==> config.mk <==
export PLATFORM = sky130hd
export DESIGN_NAME = dmac_axi_writer_flat
export DESIGN_NICKNAME = d
export VERILOG_FILES = /design/src/rtl/dmac_axi_writer_if.sv /design/src/rtl/dmac_axi_writer.sv /design/src/flat_wrapper.sv
export SDC_FILE = /design/constraint.sdc
export NUM_CORES = 1
export LEC_CHECK = 0
export CAP_MARGIN = 20
export CORE_ASPECT_RATIO = 0.8
export CORE_MARGIN = 10
export CORE_UTILIZATION = 34
export DETAILED_ROUTE_END_ITERATION = 10
export PLACE_DENSITY = 0.75
export SLEW_MARGIN = 10
export SYNTH_ARGS = -nofsm -noshare
export SYNTH_HDL_FRONTEND = slang
export SYNTH_SLANG_ARGS = --single-unit
==> constraint.sdc <==
create_clock -name clk -period 2.05 [get_ports clk]
set_input_delay 0.41 -clock clk [delete_from_list [all_inputs] [get_ports clk]]
set_output_delay 0.41 -clock clk [all_outputs]
set_load 0.05 [all_outputs]
==> src/rtl/dmac_axi_writer_if.sv <==
// Bundle of command, data-buffer, AXI write-channel and completion signals
// between the DMA write engine (master) and its environment (slave).
interface dmac_axi_writer_if #(
  parameter int ADDR_WD = 32,
  parameter int DATA_WD = 32
);
  logic                 cmd_valid;
  logic                 cmd_ready;
  logic [ADDR_WD-1:0]   cmd_dst_addr;
  logic [ADDR_WD-1:0]   cmd_len;
  logic                 data_valid;
  logic                 data_ready;
  logic [DATA_WD-1:0]   data;
  logic                 data_last;
  logic                 awvalid;
  logic                 awready;
  logic [ADDR_WD-1:0]   awaddr;
  logic [7:0]           awlen;
  logic [2:0]           awsize;
  logic [1:0]           awburst;
  logic                 wvalid;
  logic                 wready;
  logic [DATA_WD-1:0]   wdata;
  logic [DATA_WD/8-1:0] wstrb;
  logic                 wlast;
  logic                 bvalid;
  logic                 bready;
  logic [1:0]           bresp;
  logic                 done_pulse;
  logic                 done_err;

  modport master (
    input  cmd_valid, cmd_dst_addr, cmd_len, data_valid, data, data_last,
           awready, wready, bvalid, bresp,
    output cmd_ready, data_ready, awvalid, awaddr, awlen, awsize, awburst,
           wvalid, wdata, wstrb, wlast, bready, done_pulse, done_err
  );

  modport slave (
    output cmd_valid, cmd_dst_addr, cmd_len, data_valid, data, data_last,
           awready, wready, bvalid, bresp,
    input  cmd_ready, data_ready, awvalid, awaddr, awlen, awsize, awburst,
           wvalid, wdata, wstrb, wlast, bready, done_pulse, done_err
  );
endinterface

==> src/rtl/dmac_axi_writer.sv <==
// Single-burst AXI write engine: one command -> one INCR burst -> response
// -> one-cycle done pulse. Data is passed combinationally from the buffer.
module dmac_axi_writer #(
  parameter int ADDR_WD       = 32,
  parameter int DATA_WD       = 32,
  parameter int MAX_BURST_LEN = 16
) (
  input  logic               clk,
  input  logic               rst,
  dmac_axi_writer_if.master  bus
);
  localparam int STRB_WD = DATA_WD / 8;
  localparam int OFF_WD  = $clog2(STRB_WD);
  localparam int OFF_WS  = (OFF_WD == 0) ? 1 : OFF_WD;

  typedef enum logic [2:0] {IDLE, AW, W, B, DONE} state_t;

  state_t               state_q, state_d;
  logic [ADDR_WD-1:0]   addr_q, addr_d;
  logic [8:0]           len_q, len_d;
  logic [8:0]           beat_cnt_q, beat_cnt_d;
  logic                 err_q, err_d;
  logic [OFF_WS-1:0]    off;
  logic [STRB_WD-1:0]   strb_w;
  logic                 last_w;
  logic                 bad_len;

  // Narrow-start bursts: only the first beat masks lanes below the offset.
  assign off    = (OFF_WD == 0) ? '0 : addr_q[OFF_WS-1:0];
  assign last_w = (beat_cnt_q == len_q - 9'd1);
  assign bad_len = (bus.cmd_len == '0) ||
                   (bus.cmd_len > ADDR_WD'(MAX_BURST_LEN));

  for (genvar i = 0; i < STRB_WD; i++) begin : g_strb
    assign strb_w[i] = (beat_cnt_q != '0) || (OFF_WS'(i) >= off);
  end

  always_ff @(posedge clk) begin
    if (rst) begin
      state_q    <= IDLE;
      addr_q     <= '0;
      len_q      <= '0;
      beat_cnt_q <= '0;
      err_q      <= 1'b0;
    end else begin
      state_q    <= state_d;
      addr_q     <= addr_d;
      len_q      <= len_d;
      beat_cnt_q <= beat_cnt_d;
      err_q      <= err_d;
    end
  end

  always_comb begin
    state_d        = state_q;
    addr_d         = addr_q;
    len_d          = len_q;
    beat_cnt_d     = beat_cnt_q;
    err_d          = err_q;
    bus.cmd_ready  = 1'b0;
    bus.data_ready = 1'b0;
    bus.awvalid    = 1'b0;
    bus.awaddr     = '0;
    bus.awlen      = '0;
    bus.awsize     = 3'(OFF_WD);
    bus.awburst    = 2'b01;
    bus.wvalid     = 1'b0;
    bus.wdata      = '0;
    bus.wstrb      = '0;
    bus.wlast      = 1'b0;
    bus.bready     = 1'b0;
    bus.done_pulse = 1'b0;
    bus.done_err   = 1'b0;
    unique case (state_q)
      IDLE: begin
        bus.cmd_ready = 1'b1;
        if (bus.cmd_valid) begin
          addr_d     = bus.cmd_dst_addr;
          len_d      = bus.cmd_len[8:0];
          beat_cnt_d = '0;
          err_d      = bad_len;
          state_d    = bad_len ? DONE : AW;
        end
      end
      AW: begin
        bus.awvalid = 1'b1;
        bus.awaddr  = addr_q;
        bus.awlen   = 8'(len_q - 9'd1);
        if (bus.awready) state_d = W;
      end
      W: begin
        bus.wvalid     = bus.data_valid;
        bus.data_ready = bus.wready;
        bus.wdata      = bus.data;
        bus.wstrb      = strb_w;
        bus.wlast      = last_w;
        // Beat count follows len; a misplaced data_last only flags an error.
        if (bus.data_valid && bus.wready) begin
          beat_cnt_d = beat_cnt_q + 9'd1;
          if (bus.data_last != last_w) err_d = 1'b1;
          if (last_w) state_d = B;
        end
      end
      B: begin
        bus.bready = 1'b1;
        if (bus.bvalid) begin
          if (bus.bresp != 2'b00) err_d = 1'b1;
          state_d = DONE;
        end
      end
      DONE: begin
        bus.done_pulse = 1'b1;
        bus.done_err   = err_q;
        state_d        = IDLE;
      end
      default: state_d = IDLE;
    endcase
  end
endmodule
==> src/flat_wrapper.sv <==
// flat-port wrapper written by rule: the top's interface ports become plain ports
module dmac_axi_writer_flat 
#(
  parameter int ADDR_WD       = 32,
  parameter int DATA_WD       = 32,
  parameter int MAX_BURST_LEN = 16
)
  (clk, rst, bus_cmd_valid, bus_cmd_dst_addr, bus_cmd_len, bus_data_valid, bus_data, bus_data_last, bus_awready, bus_wready, bus_bvalid, bus_bresp, bus_cmd_ready, bus_data_ready, bus_awvalid, bus_awaddr, bus_awlen, bus_awsize, bus_awburst, bus_wvalid, bus_wdata, bus_wstrb, bus_wlast, bus_bready, bus_done_pulse, bus_done_err);
  dmac_axi_writer_if #(.ADDR_WD(ADDR_WD), .DATA_WD(DATA_WD)) bus_i ();
  input  logic clk;
  input  logic rst;
  input wire logic [$bits(bus_i.cmd_valid)-1:0] bus_cmd_valid;
  input wire logic [$bits(bus_i.cmd_dst_addr)-1:0] bus_cmd_dst_addr;
  input wire logic [$bits(bus_i.cmd_len)-1:0] bus_cmd_len;
  input wire logic [$bits(bus_i.data_valid)-1:0] bus_data_valid;
  input wire logic [$bits(bus_i.data)-1:0] bus_data;
  input wire logic [$bits(bus_i.data_last)-1:0] bus_data_last;
  input wire logic [$bits(bus_i.awready)-1:0] bus_awready;
  input wire logic [$bits(bus_i.wready)-1:0] bus_wready;
  input wire logic [$bits(bus_i.bvalid)-1:0] bus_bvalid;
  input wire logic [$bits(bus_i.bresp)-1:0] bus_bresp;
  output wire logic [$bits(bus_i.cmd_ready)-1:0] bus_cmd_ready;
  output wire logic [$bits(bus_i.data_ready)-1:0] bus_data_ready;
  output wire logic [$bits(bus_i.awvalid)-1:0] bus_awvalid;
  output wire logic [$bits(bus_i.awaddr)-1:0] bus_awaddr;
  output wire logic [$bits(bus_i.awlen)-1:0] bus_awlen;
  output wire logic [$bits(bus_i.awsize)-1:0] bus_awsize;
  output wire logic [$bits(bus_i.awburst)-1:0] bus_awburst;
  output wire logic [$bits(bus_i.wvalid)-1:0] bus_wvalid;
  output wire logic [$bits(bus_i.wdata)-1:0] bus_wdata;
  output wire logic [$bits(bus_i.wstrb)-1:0] bus_wstrb;
  output wire logic [$bits(bus_i.wlast)-1:0] bus_wlast;
  output wire logic [$bits(bus_i.bready)-1:0] bus_bready;
  output wire logic [$bits(bus_i.done_pulse)-1:0] bus_done_pulse;
  output wire logic [$bits(bus_i.done_err)-1:0] bus_done_err;
  assign bus_i.cmd_valid = bus_cmd_valid;
  assign bus_i.cmd_dst_addr = bus_cmd_dst_addr;
  assign bus_i.cmd_len = bus_cmd_len;
  assign bus_i.data_valid = bus_data_valid;
  assign bus_i.data = bus_data;
  assign bus_i.data_last = bus_data_last;
  assign bus_i.awready = bus_awready;
  assign bus_i.wready = bus_wready;
  assign bus_i.bvalid = bus_bvalid;
  assign bus_i.bresp = bus_bresp;
  assign bus_cmd_ready = bus_i.cmd_ready;
  assign bus_data_ready = bus_i.data_ready;
  assign bus_awvalid = bus_i.awvalid;
  assign bus_awaddr = bus_i.awaddr;
  assign bus_awlen = bus_i.awlen;
  assign bus_awsize = bus_i.awsize;
  assign bus_awburst = bus_i.awburst;
  assign bus_wvalid = bus_i.wvalid;
  assign bus_wdata = bus_i.wdata;
  assign bus_wstrb = bus_i.wstrb;
  assign bus_wlast = bus_i.wlast;
  assign bus_bready = bus_i.bready;
  assign bus_done_pulse = bus_i.done_pulse;
  assign bus_done_err = bus_i.done_err;
  dmac_axi_writer #(.ADDR_WD(ADDR_WD), .DATA_WD(DATA_WD), .MAX_BURST_LEN(MAX_BURST_LEN)) u_core (.clk(clk), .rst(rst), .bus(bus_i));
endmodule
Yosys cells after proc, flatten, opt, wreduce, memory -nomap -nowiden

Cells that the tools add are included.

Add/subtract/negate cells: 2
Magnitude comparators: 5
Equality and inequality tests: 13
Muxes and demuxes: 28
Reduce and logical (&&, ||, !) cells: 16

Operators by type and width:

| operator              | number |
|---|---|
| $mux W32              | 2 |
| $gt A32 B5 Y1 const B | 1 |
| $logic_not A32 Y1     | 1 |
| $mux W3               | 6 |
| $mux W9               | 2 |
| $pmux W9 S2           | 1 |
| $mux W1               | 13 |
| $pmux W3 S4           | 1 |
| $add A9 B1 Y9 const B | 1 |
| $eq A9 B9 Y1          | 1 |
| $reduce_bool A9 Y1    | 1 |
| $sub A9 B1 Y9 const B | 1 |
| $mux W8               | 1 |
| $ne A2 B1 Y1 const B  | 4 |
| $eq A3 B2 Y1 const B  | 2 |
| $ne A2 B2 Y1 const B  | 3 |
| $reduce_and A6 Y1     | 1 |
| $logic_or A1 B1 Y1    | 5 |
| $reduce_and A5 Y1     | 1 |
| $ge A1 B2 Y1 const A  | 2 |
| $ge A2 B2 Y1 const A  | 2 |
| $mux W4               | 1 |
| $reduce_bool A2 Y1    | 2 |
| $eq A3 B1 Y1 const B  | 1 |
| other kinds (8)       | 8 |

Register bits: 54
Input bits: 106
Output and inout port bits: 89

Longest topological paths before layout

Depth after elaboration: 6
Mapped depth: 8
Mapped depth without buffers: 7

Least setup slack after synthesis

OpenSTA, ideal clock, no wires.

Kind: register to output
From: reg u_core.len_q[0]
To: out bus_wlast
Data arrival time: 2999 ps
Slack: -1359 ps
Cell stages (with the launch flop): 6
Path buffers: 1
Cells stage by stage: dfxtp_1 buf_6 or4_4 a2111oi_4 o2111ai_1 nor4_1

Word-level cells in the longest chain between the ends: 3

RTL lines:

| what                   | RTL line              | source |
|---|---|---|
| start, declared        | dmac_axi_writer.sv:20 | `logic [8:0] len_q, len_d;` |
| start signal, assigned | dmac_axi_writer.sv:48 | `len_q <= len_d;` |
| $sub A9 B1 Y9          | -                     |  |
| $eq A9 B9 Y1           | dmac_axi_writer.sv:30 | `assign last_w = (beat_cnt_q == len_q - 9'd1);` |
| $mux W1                | dmac_axi_writer.sv:74 | `unique case (state_q)` |
| end, declared          | flat_wrapper.sv:32    | `output wire logic [$bits(bus_i.wlast)-1:0] bus_wlast;` |

Every way passes these cells.

Worst setup path in the final report

Ends and elaborated chain as after synthesis.

==> results_dict.tcl <==
set metrics [dict create \
    status "complete, but fails checks" \
    violations "negative setup slack" \
    drt_wl_total_um 14600 \
    cp.arrival_ns 2.08 \
    yosysSeqAreaShare 0.340 \
    dieWidth_um 128 \
    crit_chain "inv_1 > ha_4 > or3b_4 > nand2_1 > o2111ai_2 > nor4_4 > buf_12" \
    clk_pin_slew_ns 0.07 \
    r2r-start "u_core.len_q[0]$_SDFFE_PP0P_" \
    crit_required_ns 1.64 \
    rows 31 \
    area_growth_pct 115 \
    drt_iter0_drc 243 \
    io_buffer_count 189 \
    grt-ovfl-total 0 \
    ios 195 \
    utilization 0.754 \
    drt-pass1-iter-count 6 \
    holdBufCountCts 0 \
    viasPerCell 5.22 \
    post_dp_cell_area_mm2 0.00630 \
    totalPowerFinal_w 0.00277 \
    final_max_slew_viol_count 0 \
    h-tree-depth 2 \
    crit_fanout 4 \
    final_nets 752 \
    min_from "u_core.addr_q[28]$_SDFFE_PP0P_" \
    cts_tree "yes" \
    setup_violations 38 \
    final_cell_mix "104 x clkdlybuf4s50_1, 94 x nand2_1, 84 x buf_12, 45 x a21oi_1, 43 x dfxtp_1" \
    hold_viol 0 \
    design.core.area_mm2 0.00908 \
    syn_area_mm2 0.00318 \
    grt_pass1_vias 4100 \
    grt_pass1_wl_um 21800 \
    cts_buffers 5 \
    hold_path_class "flip-flop to flip-flop" \
    leakagePower_nw 2.79 \
    r2r_end "u_core.state_q[0]$_SDFFE_PP0P_" \
    antenna_found_initial 0 \
    routabilityCongestion 0.882 \
    ir_drop_mv 0.344 \
    dr_total_vias 3960 \
    placed_cells 738 \
    dpl.hpwl_um 10300 \
    holdWs_ns 0.455 \
    period_needed_ns 2.49 \
    synth-edff-count 0 \
    slowest_delay_ns 0.41 \
    final_area_mm2 0.00684 \
    clockBufferDepth 2 \
    regArea_mm2 0.00110 \
    fill_cells 589 \
    cts-root-buf "clkbuf_16" \
    critPathSlowestCell "or3b_4" \
    rrSetupSlack_ns -0.05 \
    cp-start-kind "flip-flop" \
    final_antenna_net_count 0 \
    syn_area_per_cell_um2 7.28 \
    mostFrequentLayoutCell "clkdlybuf4s50_1" \
    power_density_mw_per_mm2 405 \
    yosysWarningCount 0 \
    min_period_over_period 1.22 \
    r2r_cells 8 \
    grt_max_degree 47 \
    rsz0062_at_grt "yes" \
    multi_input_area_mm2 0.00220 \
    yosysTopAreaCell "dfxtp_1" \
    hold_end "u_core.addr_q[28]$_SDFFE_PP0P_" \
    antenna-diode-count 0 \
    fin_worst_skew_ns 0.0123 \
    synth_ff_type "dfxtp_1" \
    synth.area.top_cells "dfxtp_1 34%, nand2_1 11%, a21oi_1 7.7%, and3_1 7.5%, and2_1 6.9%" \
    max_cap_viol_count 0 \
    synth_top_cell_area_share 0.340 \
    ys_types 46 \
    async_flop_share 0 \
    fmax_mhz 401 \
    hold_depth 2 \
    critical_path_class "flip-flop to primary output" \
    crit_path_end_kind "primary output" \
    synth_seq_cells 54 \
    start_util 0.351 \
    fin_ws_ns -0.441 \
    wl_per_cell_um 19.2 \
    cts_sinks 54 \
    syn_inst 437 \
    drive_above_1_share 0.349 \
    die_area_mm2 0.0137 \
    stdcell_count 759 \
    die_h_um 107 \
    drc 0 \
    grt_usage 0.195 \
    insertion_delay_ns 0.30 \
]
==> registers in the layout, summed over array words and instances, names as in the netlist <==
name / flops
u_core.len_q: 9
u_core.addr_q: 32
u_core.beat_cnt_q: 9
u_core.state_q: 3
u_core.err_q: 1
==> stage by stage <==
stage,worst slack (ns),setup TNS (ns)
global route,-0.485,-4.18
detailed placement,-0.202,-0.993
floorplan,-0.299,-1.81
global placement,-0.102,-0.436
finish,-0.441,-2.64
CTS,-0.388,-1.69
==> per-layer routing <==
metal  track usage  up-vias  routed length, µm
met3        0.0556       32               1030
li1              -     1875                  -
met4        0.0650        0                402
met1         0.229     1862               5780
met5             0        -                  0
met2         0.333      191               7390
==> power breakdown <==
group | switching, W | internal (W) | leakage, nW | total [W]
Sequential | 0.0000479 | 0.00110 | 0.448 | 0.00115
Clock | 0.000433 | 0.000467 | 0.0723 | 0.000901
Combinational | 0.000330 | 0.000395 | 2.27 | 0.000725
==> Yosys cell counts (3+ instances only) <==
cell type  count
a21oi_1       49
and2_1        35
and3_1        38
buf_2          5
buf_4          5
clkbuf_1      29
dfxtp_1       54
ha_1           3
inv_1          9
nand2_1       94
nand2b_1       5
nand3_1        6
nand4_1        5
nor2_1        18
nor3_1         7
nor4_1        13
o21a_1         3
o21ai_0        4
or3_1          5
xnor2_1       10
xor2_1         9
==> critical path, delay by kind of cell, from the launching register on <==
kind | cells | cell delay (ns)
DFF | 1 | 0.35
AOI/OAI and AO/OA | 1 | 0.18
adders and majority gates | 1 | 0.17
and+or+nand+nor | 3 | 0.77
buffers and inverters | 2 | 0.31
==> logic make-up after synthesis <==
group                    count (synthesis)  synth area share
flip-flops                              54             0.340
other                                    2           0.00236
XOR/XNOR                                21            0.0665
adder cells (fa/ha/maj)                  3            0.0118
buffers and inverters                   49            0.0680
AND/OR/NAND/NOR                        238             0.381
AO/OA/AOI/OAI                           70             0.130
==> repair_timing <==
action	in CTS	in global routing
cloned	3	1
endpoints found under the setup margin	61	83
setup buffers	9	2
resized for setup	47	27
pin swaps	18	24
==> how the worst max path moves through the flow <==
stage                                      start                             end  slack, ns
floorplan           u_core.len_q[0]$_SDFFE_PP0P_                       bus_wlast      -0.30
global placement                  bus_cmd_len[8]  u_core.state_q[0]$_SDFFE_PP0P_      -0.10
CTS                 u_core.len_q[0]$_SDFFE_PP0P_                       bus_wlast      -0.39
finish              u_core.len_q[0]$_SDFFE_PP0P_                       bus_wlast      -0.44
detailed placement                bus_cmd_len[5]  u_core.state_q[0]$_SDFFE_PP0P_      -0.20
global route        u_core.len_q[0]$_SDFFE_PP0P_                       bus_wlast      -0.49
==> cell type report <==
cell class / count / area share
sequential: 54 / 0.161
timing repair buffer: 236 / 0.467
tap: 115 / 0.0210
clock inverter: 3 / 0.00402
multi-input combinational: 337 / 0.322
inverter: 9 / 0.00640
clock buffer: 5 / 0.0183
(Power assumes the default switching activity.)
==> variant: new RTL, same settings <==
Reset style: asynchronous (`rst`), changed in one clocked block.
--- a/src/rtl/dmac_axi_writer.sv
+++ b/src/rtl/dmac_axi_writer.sv
@@ -35,7 +35,7 @@
     assign strb_w[i] = (beat_cnt_q != '0) || (OFF_WS'(i) >= off);
   end
 
-  always_ff @(posedge clk) begin
+  always_ff @(posedge clk or posedge rst) begin
     if (rst) begin
       state_q    <= IDLE;
       addr_q     <= '0;
Check against the original RTL: differs if rst is asserted again (counterexample within 4 cycles, from zero or initial values and one cycle with rst high); with rst held inactive, the same outputs for 4 cycles.
==> variant against the original RTL <==
  * The flow still finishes with violations (setup timing)
  * Critical path type unchanged
  * Sequential cell count unchanged
  * Highest routed layer unchanged
  * Routed wire length up 0.31%
  * Global-route usage rose by 0.15 points
  * Setup slack lost 0.16 ns
  * Maximum frequency fell by 5.9%
  * Design area increased by 6.8%
  * Register-to-register slack got worse by 0.44 ns
  * Critical endpoint unchanged
  * Sequential power rose by 13%
  * Combinational power increased by 22%
  * Largest power group unchanged
  * Area after synthesis rose by 3.7%
  * Total power is 19% higher
==> variant: results (changes against the original RTL) <==
[status]
status=finished, violations left
violations=setup timing

[routing]
viasPerCell=5.07  ; -2.9%
dr_wl_met2_um=8080  ; +9.3%
route.met3.wl_um=958  ; -6.9%
dr.pass1.iters=5  ; -1
finalWirelength_um=14700  ; +0.31%
drtIter0Drc=164  ; -33%
drcViolationCount=0  ; unchanged
wl_per_cell_um=21.3  ; +11%
wl_met1_um=5380  ; -7.0%

[power]
max-vdd-ir-drop_v=0.000461  ; +34%
cellLeakagePower_nw=2.99  ; +7.3%

[clock_tree]
clock_latency_ns=0.29

[worst_setup_path]
worstRegToRegCells=7  ; -1
r2r_end=u_core.err_q
max_stage_delay_ns=0.54  ; +0.13 ns
reg2reg_slack_ns=-0.49  ; -0.44 ns
cp_max_fo=2  ; -2
crit_slowest_cell=or4_4
timing.rr.start=u_core.len_q[1]
worst_ep_arrival_time_ns=2.24  ; +0.16 ns

[place]
place_hpwl_um=10100  ; -1.5%
gp_congestion=0.824  ; -6.6%
io_buffers=189  ; unchanged
post_dp_cell_area_um2=6630  ; +5.2%
pre_cts_ws_ns=-0.297  ; -0.0951 ns

[synth]
async_flop_share_pct=100  ; +100 points
yosys.cell_count.top_type=and2_1
ys_types=45  ; -2.2%
ys.flop_type=dfrtp_1
yosysSeqAreaShare_pct=41.0  ; +7.0 points
synthCells=341  ; -22%
ys_top_cells_by_area=dfrtp_1, mux2_2, and2_1, nor4_1, clkbuf_1
synth.top_cells.by_count=and2_1, dfrtp_1, mux2_2

[global_routing]
grt_first_pass_wirelength_um=21700  ; -0.26%
grt_pass1_vias=3874  ; -5.5%
track_usage_pct=19.6  ; +0.15 points
grt_use_met3_pct=5.77  ; +0.21 points
met1_usage_pct=21.4  ; -1.5 points
grt_max_degree=51  ; +8.5%
met2_usage_pct=36.8  ; +3.5 points

[timing]
whs_ns=0.449  ; -0.00640 ns
final.setup.worst_slack_ns=-0.597  ; -0.156 ns
setup_viol=79  ; +110%
tns_ns=-9.35  ; -6.71 ns
skew_ns=0.00585  ; -0.00640 ns

[min_path]
min_path_type=in2async

[layout]
final_nets=677  ; -10%
nFillCells=579  ; -1.7%

==> variant: cell type report <==
cell class                 instances  area [µm²]  share of cell area, %
clock inverter                     2        60.1                  0.821
multi-input combinational        252        2230                   30.4
timing repair buffer             243        3320                   45.4
clock buffer                       6         139                   1.90
inverter                          12        58.8                  0.804
sequential                        54        1360                   18.6
tap                              119         149                   2.04
==> variant: logic make-up (layout without fill, tap and decap cells) <==
logic type                 after synthesis  in the layout  share of synthesized area (%)
DFF                                     54             54                           41.0
xor gates and xnor gates                18             18                           5.65
other                                    2              5                          0.228
and+or+nand+nor                        152            152                           26.8
adders and majority gates                3              3                           1.14
muxes                                   39             39                           13.3
AOI/OAI and AO/OA                       35             35                           7.02
buffers and inverters                   38            263                           4.89
==> variant: power groups by stage <==
stage,logic (mW),registers [mW],clock network [mW]
floorplan,0.398,1.28,0
global placement,0.729,1.29,0
detailed placement,0.754,1.30,0
CTS,0.824,1.29,1.12
global route,0.933,1.31,1.17
finish,0.882,1.30,1.12
==> variant: worst min-delay path by stage <==
| stage | from | endpoint | cells after the start |
|---|---|---|---|
| final | rst | u_core.addr_q[17] | 2 |
| after global routing | rst | u_core.addr_q[17] | 2 |
| after CTS | rst | u_core.addr_q[17] | 2 |
| after detailed placement | u_core.addr_q[20] | u_core.addr_q[20] | 1 |
| after global placement | u_core.addr_q[31] | u_core.addr_q[31] | 1 |
| after floorplan | u_core.addr_q[31] | u_core.addr_q[31] | 1 |
==> variant: what timing repair did <==
| action | 4_1_cts | 5_1_grt |
|---|---|---|
| cloned | 5 | 2 |
| hold endpoints to repair | 0 | 0 |
| pin swaps | 51 | 11 |
| buffers inserted | 14 | 8 |
| endpoints found under the setup margin | 74 | 81 |
| resized for setup | 55 | 25 |
